### src/rtl/axi_lite_pkg.sv
// Shared definitions for the AXI4-Lite master: response codes, FSM state
// encodings and the error-counter helpers.
package axi_lite_pkg;

   typedef enum logic [1:0] {
      RESP_OKAY   = 2'b00,
      RESP_EXOKAY = 2'b01,
      RESP_SLVERR = 2'b10,
      RESP_DECERR = 2'b11
   } resp_e;

   typedef enum logic [2:0] {
      IDLE    = 3'd0,
      WR_REQ  = 3'd1,
      WR_RESP = 3'd2,
      RD_REQ  = 3'd3,
      RD_RESP = 3'd4
   } state_e;

   localparam logic [7:0] ERR_COUNT_MAX = 8'hFF;

   // Any response other than OKAY is counted as an error.
   function automatic logic is_error(input logic [1:0] resp);
      return resp != RESP_OKAY;
   endfunction

endpackage

### src/rtl/axi_lite_master_if.sv
// AXI4-Lite bus bundle (AW, W, B, AR, R channels) with master/slave views.
interface axi_lite_master_if #(
   parameter int ADDR_W = 32
);

   logic [ADDR_W-1:0] awaddr;
   logic [2:0]        awprot;
   logic              awvalid;
   logic              awready;

   logic [31:0]       wdata;
   logic [3:0]        wstrb;
   logic              wvalid;
   logic              wready;

   logic [1:0]        bresp;
   logic              bvalid;
   logic              bready;

   logic [ADDR_W-1:0] araddr;
   logic [2:0]        arprot;
   logic              arvalid;
   logic              arready;

   logic [31:0]       rdata;
   logic [1:0]        rresp;
   logic              rvalid;
   logic              rready;

   modport master (
      output awaddr, awprot, awvalid,
      input  awready,
      output wdata, wstrb, wvalid,
      input  wready,
      input  bresp, bvalid,
      output bready,
      output araddr, arprot, arvalid,
      input  arready,
      input  rdata, rresp, rvalid,
      output rready
   );

   modport slave (
      input  awaddr, awprot, awvalid,
      output awready,
      input  wdata, wstrb, wvalid,
      output wready,
      output bresp, bvalid,
      input  bready,
      input  araddr, arprot, arvalid,
      output arready,
      output rdata, rresp, rvalid,
      input  rready
   );

endinterface

### src/rtl/axi_lite_master.sv
// Single-outstanding AXI4-Lite master. Accepts one user command at a time,
// runs the matching write (AW+W then B) or read (AR then R) sequence and
// reports completion with a one-cycle rsp_valid pulse. Every output comes
// straight from a register; the FSM computes all next values in one
// combinational process and a single clocked process stores them.
module axi_lite_master
   import axi_lite_pkg::*;
#(
   parameter int         ADDR_W = 32,
   parameter logic [2:0] PROT   = 3'b000
) (
   input  logic              clk,
   input  logic              rst,

   input  logic              cmd_valid,
   output logic              cmd_ready,
   input  logic              cmd_write,
   input  logic [ADDR_W-1:0] cmd_addr,
   input  logic [31:0]       cmd_wdata,
   input  logic [3:0]        cmd_wstrb,

   output logic              rsp_valid,
   output logic [31:0]       rsp_rdata,
   output logic [1:0]        rsp_resp,
   output logic [7:0]        err_count,

   axi_lite_master_if.master axi
);

   state_e            state_q,     state_d;
   logic              cmd_ready_q, cmd_ready_d;
   logic              awvalid_q,   awvalid_d;
   logic              wvalid_q,    wvalid_d;
   logic              bready_q,    bready_d;
   logic              arvalid_q,   arvalid_d;
   logic              rready_q,    rready_d;
   logic [ADDR_W-1:0] awaddr_q,    awaddr_d;
   logic [ADDR_W-1:0] araddr_q,    araddr_d;
   logic [31:0]       wdata_q,     wdata_d;
   logic [3:0]        wstrb_q,     wstrb_d;
   logic              rsp_valid_q, rsp_valid_d;
   logic [31:0]       rsp_rdata_q, rsp_rdata_d;
   logic [1:0]        rsp_resp_q,  rsp_resp_d;
   logic [7:0]        err_count_q, err_count_d;

   // Next-state and next-output logic for the transaction FSM.
   always_comb begin
      // NOTE: every variable gets a default first so no latch is inferred.
      state_d     = state_q;
      cmd_ready_d = 1'b0;
      awvalid_d   = awvalid_q;
      wvalid_d    = wvalid_q;
      bready_d    = bready_q;
      arvalid_d   = arvalid_q;
      rready_d    = rready_q;
      awaddr_d    = awaddr_q;
      araddr_d    = araddr_q;
      wdata_d     = wdata_q;
      wstrb_d     = wstrb_q;
      rsp_valid_d = 1'b0;
      rsp_rdata_d = rsp_rdata_q;
      rsp_resp_d  = rsp_resp_q;
      err_count_d = err_count_q;

      unique case (state_q)
         IDLE: begin
            if (cmd_valid && cmd_ready_q) begin
               if (cmd_write) begin
                  awaddr_d  = cmd_addr;
                  wdata_d   = cmd_wdata;
                  wstrb_d   = cmd_wstrb;
                  awvalid_d = 1'b1;
                  wvalid_d  = 1'b1;
                  state_d   = WR_REQ;
               end else begin
                  araddr_d  = cmd_addr;
                  arvalid_d = 1'b1;
                  state_d   = RD_REQ;
               end
            end else begin
               // Also covers the completion cycle: ready rises one cycle
               // after rsp_valid because cmd_ready_q is still low here.
               cmd_ready_d = 1'b1;
            end
         end

         WR_REQ: begin
            // AW and W retire independently; move on once both are gone.
            if (awvalid_q && axi.awready) awvalid_d = 1'b0;
            if (wvalid_q && axi.wready)   wvalid_d  = 1'b0;
            if (!awvalid_d && !wvalid_d) begin
               bready_d = 1'b1;
               state_d  = WR_RESP;
            end
         end

         WR_RESP: begin
            if (axi.bvalid) begin
               bready_d    = 1'b0;
               rsp_valid_d = 1'b1;
               rsp_resp_d  = axi.bresp;
               state_d     = IDLE;
            end
         end

         RD_REQ: begin
            if (axi.arready) begin
               arvalid_d = 1'b0;
               rready_d  = 1'b1;
               state_d   = RD_RESP;
            end
         end

         RD_RESP: begin
            if (axi.rvalid) begin
               rready_d    = 1'b0;
               rsp_valid_d = 1'b1;
               rsp_rdata_d = axi.rdata;
               rsp_resp_d  = axi.rresp;
               state_d     = IDLE;
            end
         end

         default: state_d = IDLE;
      endcase

      // Saturating error counter, bumped on the completing cycle only.
      if (rsp_valid_d && is_error(rsp_resp_d) && (err_count_q != ERR_COUNT_MAX))
         err_count_d = err_count_q + 8'd1;
   end

   // State and output registers; synchronous reset abandons any transaction.
   always_ff @(posedge clk) begin
      if (rst) begin
         // NOTE: non-blocking assignments keep every register sampling pre-edge values.
         state_q     <= IDLE;
         cmd_ready_q <= 1'b0;
         awvalid_q   <= 1'b0;
         wvalid_q    <= 1'b0;
         bready_q    <= 1'b0;
         arvalid_q   <= 1'b0;
         rready_q    <= 1'b0;
         awaddr_q    <= '0;
         araddr_q    <= '0;
         wdata_q     <= '0;
         wstrb_q     <= '0;
         rsp_valid_q <= 1'b0;
         rsp_rdata_q <= '0;
         rsp_resp_q  <= '0;
         err_count_q <= '0;
      end else begin
         state_q     <= state_d;
         cmd_ready_q <= cmd_ready_d;
         awvalid_q   <= awvalid_d;
         wvalid_q    <= wvalid_d;
         bready_q    <= bready_d;
         arvalid_q   <= arvalid_d;
         rready_q    <= rready_d;
         awaddr_q    <= awaddr_d;
         araddr_q    <= araddr_d;
         wdata_q     <= wdata_d;
         wstrb_q     <= wstrb_d;
         rsp_valid_q <= rsp_valid_d;
         rsp_rdata_q <= rsp_rdata_d;
         rsp_resp_q  <= rsp_resp_d;
         err_count_q <= err_count_d;
      end
   end

   assign cmd_ready   = cmd_ready_q;
   assign rsp_valid   = rsp_valid_q;
   assign rsp_rdata   = rsp_rdata_q;
   assign rsp_resp    = rsp_resp_q;
   assign err_count   = err_count_q;

   assign axi.awaddr  = awaddr_q;
   assign axi.awprot  = PROT;
   assign axi.awvalid = awvalid_q;
   assign axi.wdata   = wdata_q;
   assign axi.wstrb   = wstrb_q;
   assign axi.wvalid  = wvalid_q;
   assign axi.bready  = bready_q;
   assign axi.araddr  = araddr_q;
   assign axi.arprot  = PROT;
   assign axi.arvalid = arvalid_q;
   assign axi.rready  = rready_q;

endmodule

### src/flat_wrapper.sv
// flat-port wrapper written by rule: the top's interface ports become plain ports
module axi_lite_master_flat import axi_lite_pkg::*;
#(
   parameter int         ADDR_W = 32,
   parameter logic [2:0] PROT   = 3'b000
)
  (clk, rst, cmd_valid, cmd_ready, cmd_write, cmd_addr, cmd_wdata, cmd_wstrb, rsp_valid, rsp_rdata, rsp_resp, err_count, axi_awaddr, axi_awprot, axi_awvalid, axi_awready, axi_wdata, axi_wstrb, axi_wvalid, axi_wready, axi_bresp, axi_bvalid, axi_bready, axi_araddr, axi_arprot, axi_arvalid, axi_arready, axi_rdata, axi_rresp, axi_rvalid, axi_rready);
  axi_lite_master_if #(.ADDR_W(ADDR_W)) axi_i ();
  input  logic clk;
  input  logic rst;
  input  logic cmd_valid;
  output logic cmd_ready;
  input  logic cmd_write;
  input  logic [ADDR_W-1:0] cmd_addr;
  input  logic [31:0] cmd_wdata;
  input  logic [3:0] cmd_wstrb;
  output logic rsp_valid;
  output logic [31:0] rsp_rdata;
  output logic [1:0] rsp_resp;
  output logic [7:0] err_count;
  output wire logic [$bits(axi_i.awaddr)-1:0] axi_awaddr;
  output wire logic [$bits(axi_i.awprot)-1:0] axi_awprot;
  output wire logic [$bits(axi_i.awvalid)-1:0] axi_awvalid;
  input wire logic [$bits(axi_i.awready)-1:0] axi_awready;
  output wire logic [$bits(axi_i.wdata)-1:0] axi_wdata;
  output wire logic [$bits(axi_i.wstrb)-1:0] axi_wstrb;
  output wire logic [$bits(axi_i.wvalid)-1:0] axi_wvalid;
  input wire logic [$bits(axi_i.wready)-1:0] axi_wready;
  input wire logic [$bits(axi_i.bresp)-1:0] axi_bresp;
  input wire logic [$bits(axi_i.bvalid)-1:0] axi_bvalid;
  output wire logic [$bits(axi_i.bready)-1:0] axi_bready;
  output wire logic [$bits(axi_i.araddr)-1:0] axi_araddr;
  output wire logic [$bits(axi_i.arprot)-1:0] axi_arprot;
  output wire logic [$bits(axi_i.arvalid)-1:0] axi_arvalid;
  input wire logic [$bits(axi_i.arready)-1:0] axi_arready;
  input wire logic [$bits(axi_i.rdata)-1:0] axi_rdata;
  input wire logic [$bits(axi_i.rresp)-1:0] axi_rresp;
  input wire logic [$bits(axi_i.rvalid)-1:0] axi_rvalid;
  output wire logic [$bits(axi_i.rready)-1:0] axi_rready;
  assign axi_awaddr = axi_i.awaddr;
  assign axi_awprot = axi_i.awprot;
  assign axi_awvalid = axi_i.awvalid;
  assign axi_i.awready = axi_awready;
  assign axi_wdata = axi_i.wdata;
  assign axi_wstrb = axi_i.wstrb;
  assign axi_wvalid = axi_i.wvalid;
  assign axi_i.wready = axi_wready;
  assign axi_i.bresp = axi_bresp;
  assign axi_i.bvalid = axi_bvalid;
  assign axi_bready = axi_i.bready;
  assign axi_araddr = axi_i.araddr;
  assign axi_arprot = axi_i.arprot;
  assign axi_arvalid = axi_i.arvalid;
  assign axi_i.arready = axi_arready;
  assign axi_i.rdata = axi_rdata;
  assign axi_i.rresp = axi_rresp;
  assign axi_i.rvalid = axi_rvalid;
  assign axi_rready = axi_i.rready;
  axi_lite_master #(.ADDR_W(ADDR_W), .PROT(PROT)) u_core (.clk(clk), .rst(rst), .cmd_valid(cmd_valid), .cmd_ready(cmd_ready), .cmd_write(cmd_write), .cmd_addr(cmd_addr), .cmd_wdata(cmd_wdata), .cmd_wstrb(cmd_wstrb), .rsp_valid(rsp_valid), .rsp_rdata(rsp_rdata), .rsp_resp(rsp_resp), .err_count(err_count), .axi(axi_i));
endmodule
### config.mk
export PLATFORM = sky130hd
export DESIGN_NAME = axi_lite_master_flat
export DESIGN_NICKNAME = d
export VERILOG_FILES = /design/src/rtl/axi_lite_pkg.sv /design/src/rtl/axi_lite_master_if.sv /design/src/rtl/axi_lite_master.sv /design/src/flat_wrapper.sv
export SDC_FILE = /design/constraint.sdc
export NUM_CORES = 1
export LEC_CHECK = 0
export CAP_MARGIN = 25
export CORE_MARGIN = 2
export CORE_UTILIZATION = 32
export CTS_CLUSTER_SIZE = 30
export DETAILED_ROUTE_END_ITERATION = 12
export DONT_BUFFER_PORTS = 1
export PLACE_DENSITY_LB_ADDON = 0.05
export SLEW_MARGIN = 25
export SYNTH_ARGS = -nofsm -noshare
export SYNTH_HDL_FRONTEND = slang
export SYNTH_SLANG_ARGS = --single-unit
### constraint.sdc
create_clock -name clk -period 3.4 [get_ports clk]
set_input_delay 0.51 -clock clk [delete_from_list [all_inputs] [get_ports clk]]
set_output_delay 0.51 -clock clk [all_outputs]
set_load 0.005 [all_outputs]
==> metrics.md, run 1 <==
| Metric | Value |
|---|---|
| Buf/Inv on CP | 1 |
| Finished Cell Area | 0.00631 mm^2 |
| Final ANT Viol Nets | 0 |
| Switching pwr | 913 uW |
| Fill count | between 1500 and 2000 |
| Final global-route overflow total | 0 |
| Slew Limit Fails | 0 |
| WL per Instance | 17.2 um |
| Hold buffer count at cts | 0 |
| Setup CP Type | flop to flop |
| Static Leakage | around 0.0021 uW |
| RSZ-0062 raised after global routing | false |
| Sink Count | roughly 150 |
| Total chip power | 4070 uW |
| Core area | 0.0172 mm^2 |
| Gpl congestion | 0.741 |
| Setup TNS | 0 ns |
| Synth Register Bits | 152 |
| Dpl cell area | 0.00570 mm^2 |
| Rel. slew slack | between 50% and 60% |
| Endpoints failing setup | 0 |
| Vias | 4514 |
| Max-cap violations | 0 |
| Port buffer count | 0 |
| Ports | 268 |
| Sw frac | between 20 and 25% |
| Worst-margin pin slew | 0.643 ns |
| Area Overhead vs Synth | 13.3% |
| Critical Path AT | 2.62 ns |
| Post-synth top area cell | dfxtp_1 |
| Worst Setup Slack, final | 1.12 ns |
| Drt via density | 4.95 |
| Cells after Synth | 701 |
| Worst hold start | rst |
| Die area | 0.0185 mm^2 |
| Post-synth cell types | 40 |
| Peak supply drop | 324 uV |
| Count of TritonRoute iterations in the first routing pass | 4 |
| Largest cells by area after synthesis | dfxtp_1, nand2_1, a21oi_1 |
| Vias in the first global route | 4260 |
| Final Hold Fails | 0 |
| Critical-path top delay cell | dfxtp_1 |
| Post CTS Setup Buffer Count | 0 |
| Layout cells sized above 1 | under 10% |
| Worst-Skew Late Latency | 0.41 ns |
| CTS root buffer | clkbuf_16 |
| Clock buffer depth | 2 |
| First-pass GRT wire length | 23600 um |
| Worst path cell trace | nor4bb_4 > buf_4 > nand2_1 > o221ai_2 > o21ai_4 > or4_1 > a21oi_1 |
| Synthesis warning total | 0 |
| H-tree lvl count | 4 |
| Pre-CTS setup slack | 1.16 ns |
| Most common cell after layout, fill and taps aside | nand2_1 |
| Diodes inserted | 0 |
| CTS clk-pin slew, worst paths | 0.06 ns |
| Num CTS Buffers | 17 |
| Asr flop ratio synth | 0% |
| Antenna violations before repair | 0 |
| Final core occ | 36.7% |
| Synth Flop Type | dfxtp_1 |
| Clk_skew | 0.00578 ns |
| Run status | complete, no violations |
| DR iter-0 viols | 236 |
| Register area share after synthesis | 54.6% |
| CP max FO | 34 |
| Internal | between 3000 and 4000 uW |
| Hold/Removal Path Class | primary input to flop |
| Routed wire length | 15700 um |
| Mapped Area | 0.00557 mm^2 |
| GRT Util Overall | between 10% and 20% |
| Most frequent cells in the layout | nand2_1, dfxtp_1, a21oi_1 |
| Largest net degree at the start of global routing | ~150 |
| Achievable Freq | 439 MHz |
| Comb pwr share | 5.0% |
| CTS tree | built |
| Crit end category | flop |
| PwrDens | 645 mW/mm^2 |
| Die Width | 136 um |
| Vert. Die Dim | 136 um |
| Origin of the critical flop-to-flop path | u_core.state_q[1]$_SDFFE_PP0P_ |
| DRC violations left | 0 |
| EDFF count, synth | 0 |
| Clock Power Share | 47.9% |
| Post-CTS Resized | 0 |
| CP Launch Point | u_core.state_q[1]$_SDFFE_PP0P_ |
| Crit share post-route | 67.0% |
| Reg power frac | 47.1% |
| Crit path time final | 2.28 ns |
| CP Launch Type | flop |
| Synth top area share | roughly 55% |
| DP Wirelength | ~11000 um |
| Initial core utilization | 32.4% |
| Top Family by Delay on Critical Path | simple AND/OR/NAND/NOR gates |
| CP max stage delay | 0.51 ns |
| Mean Syn Cell Area | between 7 and 8 um^2 |
| Std cell rows | 48 |
| Worst EP required | 3.75 ns |
| Final net count | about 800 |
synth_stat cells, types with 3 or more instances:
library cell and count:
buf_2 9, nor2b_1 3, nand3_1 3, o21ai_0 8, and3_1 3, clkbuf_1 36
or3_1 4, nand2_1 272, a21oi_1 142, buf_4 9, dfxtp_1 152, a32oi_1 3
nor2_1 12, inv_1 9
cells by family (layout without fill, tap and decap cells):
| kind of cell | Yosys count | count (layout) | synth area share, % |
|---|---|---|---|
| buffers and inverters | 65 | 46 | 5.46 |
| other | 1 | 6 | 0.0673 |
| AND/OR/NAND/NOR | 309 | 309 | 22.1 |
| AO/OA/AOI/OAI | 168 | 168 | 16.6 |
| adder cells (fa/ha/maj) | 1 | 1 | 0.225 |
| multiplexers | 3 | 3 | 0.562 |
| flip-flops | 152 | 152 | 54.6 |
| XOR/XNOR | 2 | 2 | 0.315 |
stage by stage:
step           std cells  hold slack (ns)
2_1_floorplan        706            0.453
3_3_place_gp         881            0.459
3_5_place_dp         881            0.461
4_1_cts              912            0.138
5_1_grt              912            0.136
6_report             912            0.170
worst paths after layout:
| kind | endpoint | slack (ns) | cells past startpoint |
|---|---|---|---|
| max reg2reg | u_core.err_count[7]$_SDFFE_PP0P_ | 1.12 | 7 |
| min | u_core.rsp_rdata[23]$_SDFFE_PP0N_ | 0.17 | 1 |
| min reg2reg | u_core.axi.awaddr[15]$_SDFFE_PP0P_ | 0.47 | 2 |
| max | u_core.err_count[7]$_SDFFE_PP0P_ | 1.12 | 7 |
final cells by class:
| type | instances | area [um^2] | share of cell area, % |
|---|---|---|---|
| sequential | 152 | 3040 | 48.2 |
| inverter | 9 | 33.8 | 0.535 |
| multi-input combinational | 489 | 2260 | 35.9 |
| tap | 225 | 282 | 4.46 |
| timing repair buffer | 6 | 82.6 | 1.31 |
| clock inverter | 6 | 113 | 1.78 |
| clock buffer | 25 | 495 | 7.85 |
registers in the layout, indices dropped and copies added (netlist names), 2 cells and up:
name,cells
u_core.rsp_rdata,32
u_core.rsp_resp,2
u_core.axi.awaddr,32
u_core.state_q,3
u_core.axi.wdata,32
u_core.err_count,8
u_core.axi.wstrb,4
u_core.axi.araddr,32
power groups by stage:
stage          combinational, uW  clock, uW  sequential (uW)
2_1_floorplan                207          0             1920
3_3_place_gp                 201          0             1960
3_5_place_dp                 206          0             1960
4_1_cts                      206       2020             1920
5_1_grt                      232       2110             1930
6_report                     202       1950             1920
layer usage:
| metal | global-route usage (%) | vias to the layer above | routed length (um) |
|---|---|---|---|
| met5 | 0 | - | 0 |
| met4 | 4.69 | 0 | 175 |
| met3 | 9.69 | 14 | 2040 |
| met2 | 26.6 | 168 | 7380 |
| met1 | 18.6 | 2100 | 6090 |
| li1 | - | 2232 | - |
Note: power is estimated with default switching activity, not from simulation.
==> inputs of run 2 (changes only) <==
==> constraint.sdc (replaced) <==
create_clock -name clk -period 1.97 [get_ports clk]
set_input_delay 0.2955 -clock clk [delete_from_list [all_inputs] [get_ports clk]]
set_output_delay 0.2955 -clock clk [all_outputs]
set_load 0.005 [all_outputs]
==> run 2 against run 1 <==
The run now ends with negative hold slack left; worst setup slack got worse by 1.0 ns; first-iteration DRC count is 41% lower; clock skew up 0.0025 ns; design area grew 2.2%; die area unchanged; core utilization rose by 0.82 points; combinational power is 100% higher; maximum frequency is 21% higher; critical endpoint is now u_core.rsp_resp[0]$_SDFF_PP0_; largest power group unchanged.
==> metrics.md, run 2 (synthesized netlist as in run 1, its figures left out) <==
| Metric | Value |
|---|---|
| DRC violations left | 0 (unchanged) |
| CTS root buffer | clkbuf_16 |
| Layout cells sized above 1 | 8.00% (+1.7 points) |
| Most common cell after layout, fill and taps aside | nand2_1 |
| DP Wirelength | 10700 um (+0.49%) |
| Antenna violations before repair | 0 (unchanged) |
| Final net count | 801 (+1.5%) |
| Clock buffer depth | 2 (unchanged) |
| Run status | complete, but fails checks |
| Area of the multi-input gates | 0.00228 mm^2 (+0.55%) |
| Vias | 4560 (+1.0%) |
| Die Width | 136 um (unchanged) |
| Count of TritonRoute iterations in the first routing pass | 4 (unchanged) |
| Setup CP Type | flop to flop |
| Sink Count | 152 (unchanged) |
| Fill count | 1824 (-1.2%) |
| Hold/Removal Path Class | primary input to flop |
| Static Leakage | 0.00216 uW (+3.9%) |
| Ports | 268 (unchanged) |
| Endpoints failing setup | 0 (unchanged) |
| Slew Limit Fails | 0 (unchanged) |
| Std cell rows | 48 (unchanged) |
| Critical-path top delay cell | dlygate4sd3_1 |
| Vert. Die Dim | 136 um (unchanged) |
| Peak supply drop | 569 uV (+75%) |
| CP Launch Type | flop |
| Crit path time final | 1.89 ns (-0.391 ns) |
| Top Family by Delay on Critical Path | buffers and inverters |
| Post CTS Setup Buffer Count | 0 (unchanged) |
| Initial core utilization | 32.4% (unchanged) |
| RSZ-0062 raised after global routing | false |
| Core area | 0.0172 mm^2 (unchanged) |
| PwrDens | 1110 mW/mm^2 (+72%) |
| Buf/Inv on CP | 1 (unchanged) |
| Most frequent cells in the layout | nand2_1, dfxtp_1, a21oi_1 |
| Clk_skew | 0.00830 ns (+0.00252 ns) |
| Hold slack | -0.0503 ns (-0.220 ns) |
| Die area | 0.0185 mm^2 (unchanged) |
| Routed wire length | 15800 um (+0.54%) |
| First-pass GRT wire length | 23700 um (+0.50%) |
| Num CTS Buffers | 17 (unchanged) |
| GRT Util Overall | 16.6% (+0.055 points) |
| Final ANT Viol Nets | 0 (unchanged) |
| Max-cap violations | 0 (unchanged) |
| Drt via density | 4.93 (-0.40%) |
| Final Hold Fails | 27 (+27) |
| Critical Path AT | 2.19 ns (-0.43 ns) |
| Diodes inserted | 0 (unchanged) |
| WL per Instance | 17.1 um (-0.88%) |
| Worst-Skew Late Latency | 0.41 ns (about the same) |
| Largest net degree at the start of global routing | 153 (unchanged) |
| Crit share post-route | 95.7% (+29 points) |
| CP max FO | 13 (-62%) |
| Crit end category | flop |
| DR iter-0 viols | 139 (-41%) |
| Achievable Freq | 530 MHz (+21%) |
| Setup TNS | 0 ns (unchanged) |
| Worst EP required | 2.27 ns (-1.48 ns) |
| Reg area | 0.00305 mm^2 (about the same) |
| Area Overhead vs Synth | 15.9% |
| Final global-route overflow total | 0 (unchanged) |
| Failing checks | negative hold slack |
| CTS clk-pin slew, worst paths | 0.06 ns (about the same) |
| CTS tree | built |
| Gpl congestion | 0.763 (+3.0%) |
| Vias in the first global route | 4385 (+2.9%) |
| H-tree lvl count | 4 (unchanged) |
| Port buffer count | 0 (unchanged) |
| CP max stage delay | 0.55 ns (+0.04 ns) |
| Worst path cell trace | nor2_1 > a32oi_1 > o221ai_2 > nor2b_1 > dlygate4sd3_1 |
| Final core occ | 37.6% (+0.82 points) |
run 2: final cells by class:
cell class | instances | area share [%]
Clock buffer | 20 | 7.08
Clock inverter | 12 | 2.68
Inverter | 9 | 0.523
Multi-Input combinational cell | 489 | 35.3
Sequential cell | 152 | 47.2
Tap cell | 225 | 4.36
Timing Repair Buffer | 18 | 2.91
run 2: path summary, 6_finish.rpt:
| path | start | endpoint | slack [ns] | depth (start not counted) |
|---|---|---|---|---|
| max reg2reg | u_core.state_q[2]$_SDFFE_PP0P_ | u_core.rsp_resp[0]$_SDFF_PP0_ | 0.08 | 5 |
| max | u_core.state_q[2]$_SDFFE_PP0P_ | u_core.rsp_resp[0]$_SDFF_PP0_ | 0.08 | 5 |
| min | rst | u_core.rsp_rdata[29]$_SDFFE_PP0N_ | -0.05 | 1 |
| min reg2reg | u_core.rsp_rdata[9]$_SDFFE_PP0N_ | u_core.rsp_rdata[9]$_SDFFE_PP0N_ | 0.47 | 2 |
run 2: through the flow:
step                      power, uW  cell area, um^2  instances  setup slack (ns)
after floorplan                3670             5590        706             0.253
after global placement         3740             5750        887             0.129
after detailed placement       3750             5750        887             0.109
after CTS                      7250             6430        924            0.0854
after global routing           7470             6450        925           0.00744
final                          7150             6450        925            0.0843
run 2: power by group:
group          switching [uW]  internal [uW]  total (uW)  leakage, uW
registers                 104           3190        3290      0.00123
clock network            1270           2180        3450     0.000306
logic                     244            160         404     0.000619
run 2: layer usage:
layer  up-vias  GRT usage (%)  routed length (um)
met1      2115           18.6                6210
li1       2248              -                   -
met2       182           26.9                7410
met5         -              0                   0
met3        15           8.72                1930
met4         0           5.96                 216
run 2: timing repair:
item / CTS / global route
setup endpoints to repair: 0 / 23
hold endpoints to repair: 152 / 140
hold buffers: 5 / 1
resized for setup: 0 / 4
==> inputs of run 3 (changes only) <==
==> constraint.sdc (replaced) <==
create_clock -name clk -period 2.1 [get_ports clk]
set_input_delay 0.315 -clock clk [delete_from_list [all_inputs] [get_ports clk]]
set_output_delay 0.315 -clock clk [all_outputs]
set_load 0.005 [all_outputs]
==> run 3 against run 2 <==
The run still ends with negative hold slack left; combinational power is 9.2% lower; die area stayed put; power is 7.8% lower; global-route usage is 0.088 points lower; maximum frequency is 4.9% lower; first-iteration DRC count is 69% higher; critical endpoint is now u_core.state_q[1]$_SDFFE_PP0P_; largest cell class unchanged.
==> metrics.md, run 3 (synthesized netlist as in run 1, its figures left out) <==
| Metric | Value |
|---|---|
| Ports | 268 (unchanged) |
| Setup CP Type | flop to flop |
| DP Wirelength | 10600 um (-0.79%) |
| Endpoints failing setup | 0 (unchanged) |
| GRT Util Overall | 16.5% (-0.088 points) |
| H-tree lvl count | 4 (unchanged) |
| Vias in the first global route | 4337 (-1.1%) |
| Final ANT Viol Nets | 0 (unchanged) |
| Drt via density | 4.93 (about the same) |
| WL per Instance | 16.9 um (-0.68%) |
| Run status | complete, but fails checks |
| DR iter-0 viols | 235 (+69%) |
| Final core occ | 37.9% (+0.31 points) |
| Die Width | 136 um (unchanged) |
| Critical Path AT | 2.28 ns (+0.09 ns) |
| CTS root buffer | clkbuf_16 |
| Post CTS Setup Buffer Count | 0 (unchanged) |
| Routed wire length | 15800 um (+0.39%) |
| Vias | 4613 (+1.2%) |
| CTS clk-pin slew, worst paths | 0.06 ns (about the same) |
| Final net count | 811 (+1.2%) |
| Crit path time final | 1.98 ns (+0.0967 ns) |
| Total chip power | 6590 uW (-7.8%) |
| Most frequent cells in the layout | nand2_1, dfxtp_1, a21oi_1 |
| Slew Limit Fails | 0 (unchanged) |
| Vert. Die Dim | 136 um (unchanged) |
| Largest net degree at the start of global routing | 153 (unchanged) |
| Crit share post-route | 94.4% (-1.3 points) |
| Finished Cell Area | 0.00651 mm^2 (+0.81%) |
| Worst EP required | 2.39 ns (+0.12 ns) |
| Die area | 0.0185 mm^2 (unchanged) |
| CTS tree | built |
| Crit end category | flop |
| Count of TritonRoute iterations in the first routing pass | 4 (unchanged) |
| CP Launch Type | flop |
| Worst-Skew Late Latency | 0.42 ns (about the same) |
| Num CTS Buffers | 17 (unchanged) |
| Fill count | 1833 (+0.49%) |
| Gpl congestion | 0.769 (+0.79%) |
| RSZ-0062 raised after global routing | false |
| Std cell rows | 48 (unchanged) |
| Initial core utilization | 32.4% (unchanged) |
| Diodes inserted | 0 (unchanged) |
| PwrDens | 1010 mW/mm^2 (-8.6%) |
| Most common cell after layout, fill and taps aside | nand2_1 |
| Hold slack | -0.0407 ns (+0.00953 ns) |
| Clk_skew | 0.0103 ns (+0.00204 ns) |
| CP max FO | 10 (-3) |
| Dpl cell area | 0.00573 mm^2 (-0.35%) |
| Failing checks | negative hold slack |
| Achievable Freq | 504 MHz (-4.9%) |
| Max-cap violations | 0 (unchanged) |
| Clock buffer depth | 2 (unchanged) |
| Layout cells sized above 1 | 7.75% (-0.25 points) |
| Hold/Removal Path Class | primary input to flop |
| Final global-route overflow total | 0 (unchanged) |
| Antenna violations before repair | 0 (unchanged) |
| Peak supply drop | 547 uV (-3.8%) |
| First-pass GRT wire length | 23600 um (-0.35%) |
| Area Overhead vs Synth | 16.8% |
| Port buffer count | 0 (unchanged) |
| Final Hold Fails | 28 (+3.7%) |
| Core area | 0.0172 mm^2 (unchanged) |
| Setup TNS | 0 ns (unchanged) |
| Sink Count | 152 (unchanged) |
| Static Leakage | 0.00222 uW (+2.9%) |
| DRC violations left | 0 (unchanged) |
[run 3: path summary, 6_finish.rpt]
kind                                                    startpoint                                 end  slack, ns  cells after the start
worst max register to register      u_core.state_q[1]$_SDFFE_PP0P_      u_core.state_q[1]$_SDFFE_PP0P_       0.12                      6
worst min register to register  u_core.axi.awaddr[20]$_SDFFE_PP0P_  u_core.axi.awaddr[20]$_SDFFE_PP0P_       0.47                      2
worst max-delay path                u_core.state_q[1]$_SDFFE_PP0P_      u_core.state_q[1]$_SDFFE_PP0P_       0.12                      6
worst min-delay path                                           rst   u_core.rsp_rdata[22]$_SDFFE_PP0N_      -0.04                      1
[run 3: layout make-up]
cell class                 count  area, um^2  share of cell area (%)
clock inverter                12         146                    2.25
tap                          225         282                    4.33
timing repair buffer          28         278                    4.27
clock buffer                  20         457                    7.02
sequential                   152        3050                    46.8
inverter                       9        33.8                   0.519
multi-input combinational    489        2260                    34.8
[run 3: per-stage QoR]
step	setup slack [ns]	std cells
after floorplan	0.383	706
after global placement	0.270	886
after detailed placement	0.212	886
after CTS	0.0197	934
after global routing	0.0109	935
final	0.118	935
[run 3: critical path: stages (launching register included)]
cell           delay, ns
dfxtp_2             0.43
buf_4               0.21
o211ai_1            0.11
a21oi_1             0.29
mux2i_1             0.22
nor2_1              0.05
dlygate4sd3_1       0.55
[run 3: routing by layer]
metal	vias to the layer above	GRT usage, %	share of wire (%)	routed length [um]
met5	-	0	0	0
met4	0	6.37	1.7	274
met3	19	8.65	13	2020
li1	2269	-	-	-
met1	2133	17.8	38	6010
met2	192	27.4	48	7530
[run 3: power breakdown]
| group | total [uW] | switching, uW | internal [uW] |
|---|---|---|---|
| registers | 3100 | 103 | 2990 |
| logic | 367 | 219 | 149 |
| clock network | 3130 | 1200 | 1930 |
| total | 6590 | 1520 | 5070 |
[run 3: timing repair]
action	CTS	global route
endpoints found under the hold margin	152	135
endpoints found under the setup margin	0	12
gates resized for setup	0	3
hold buffers	16	1
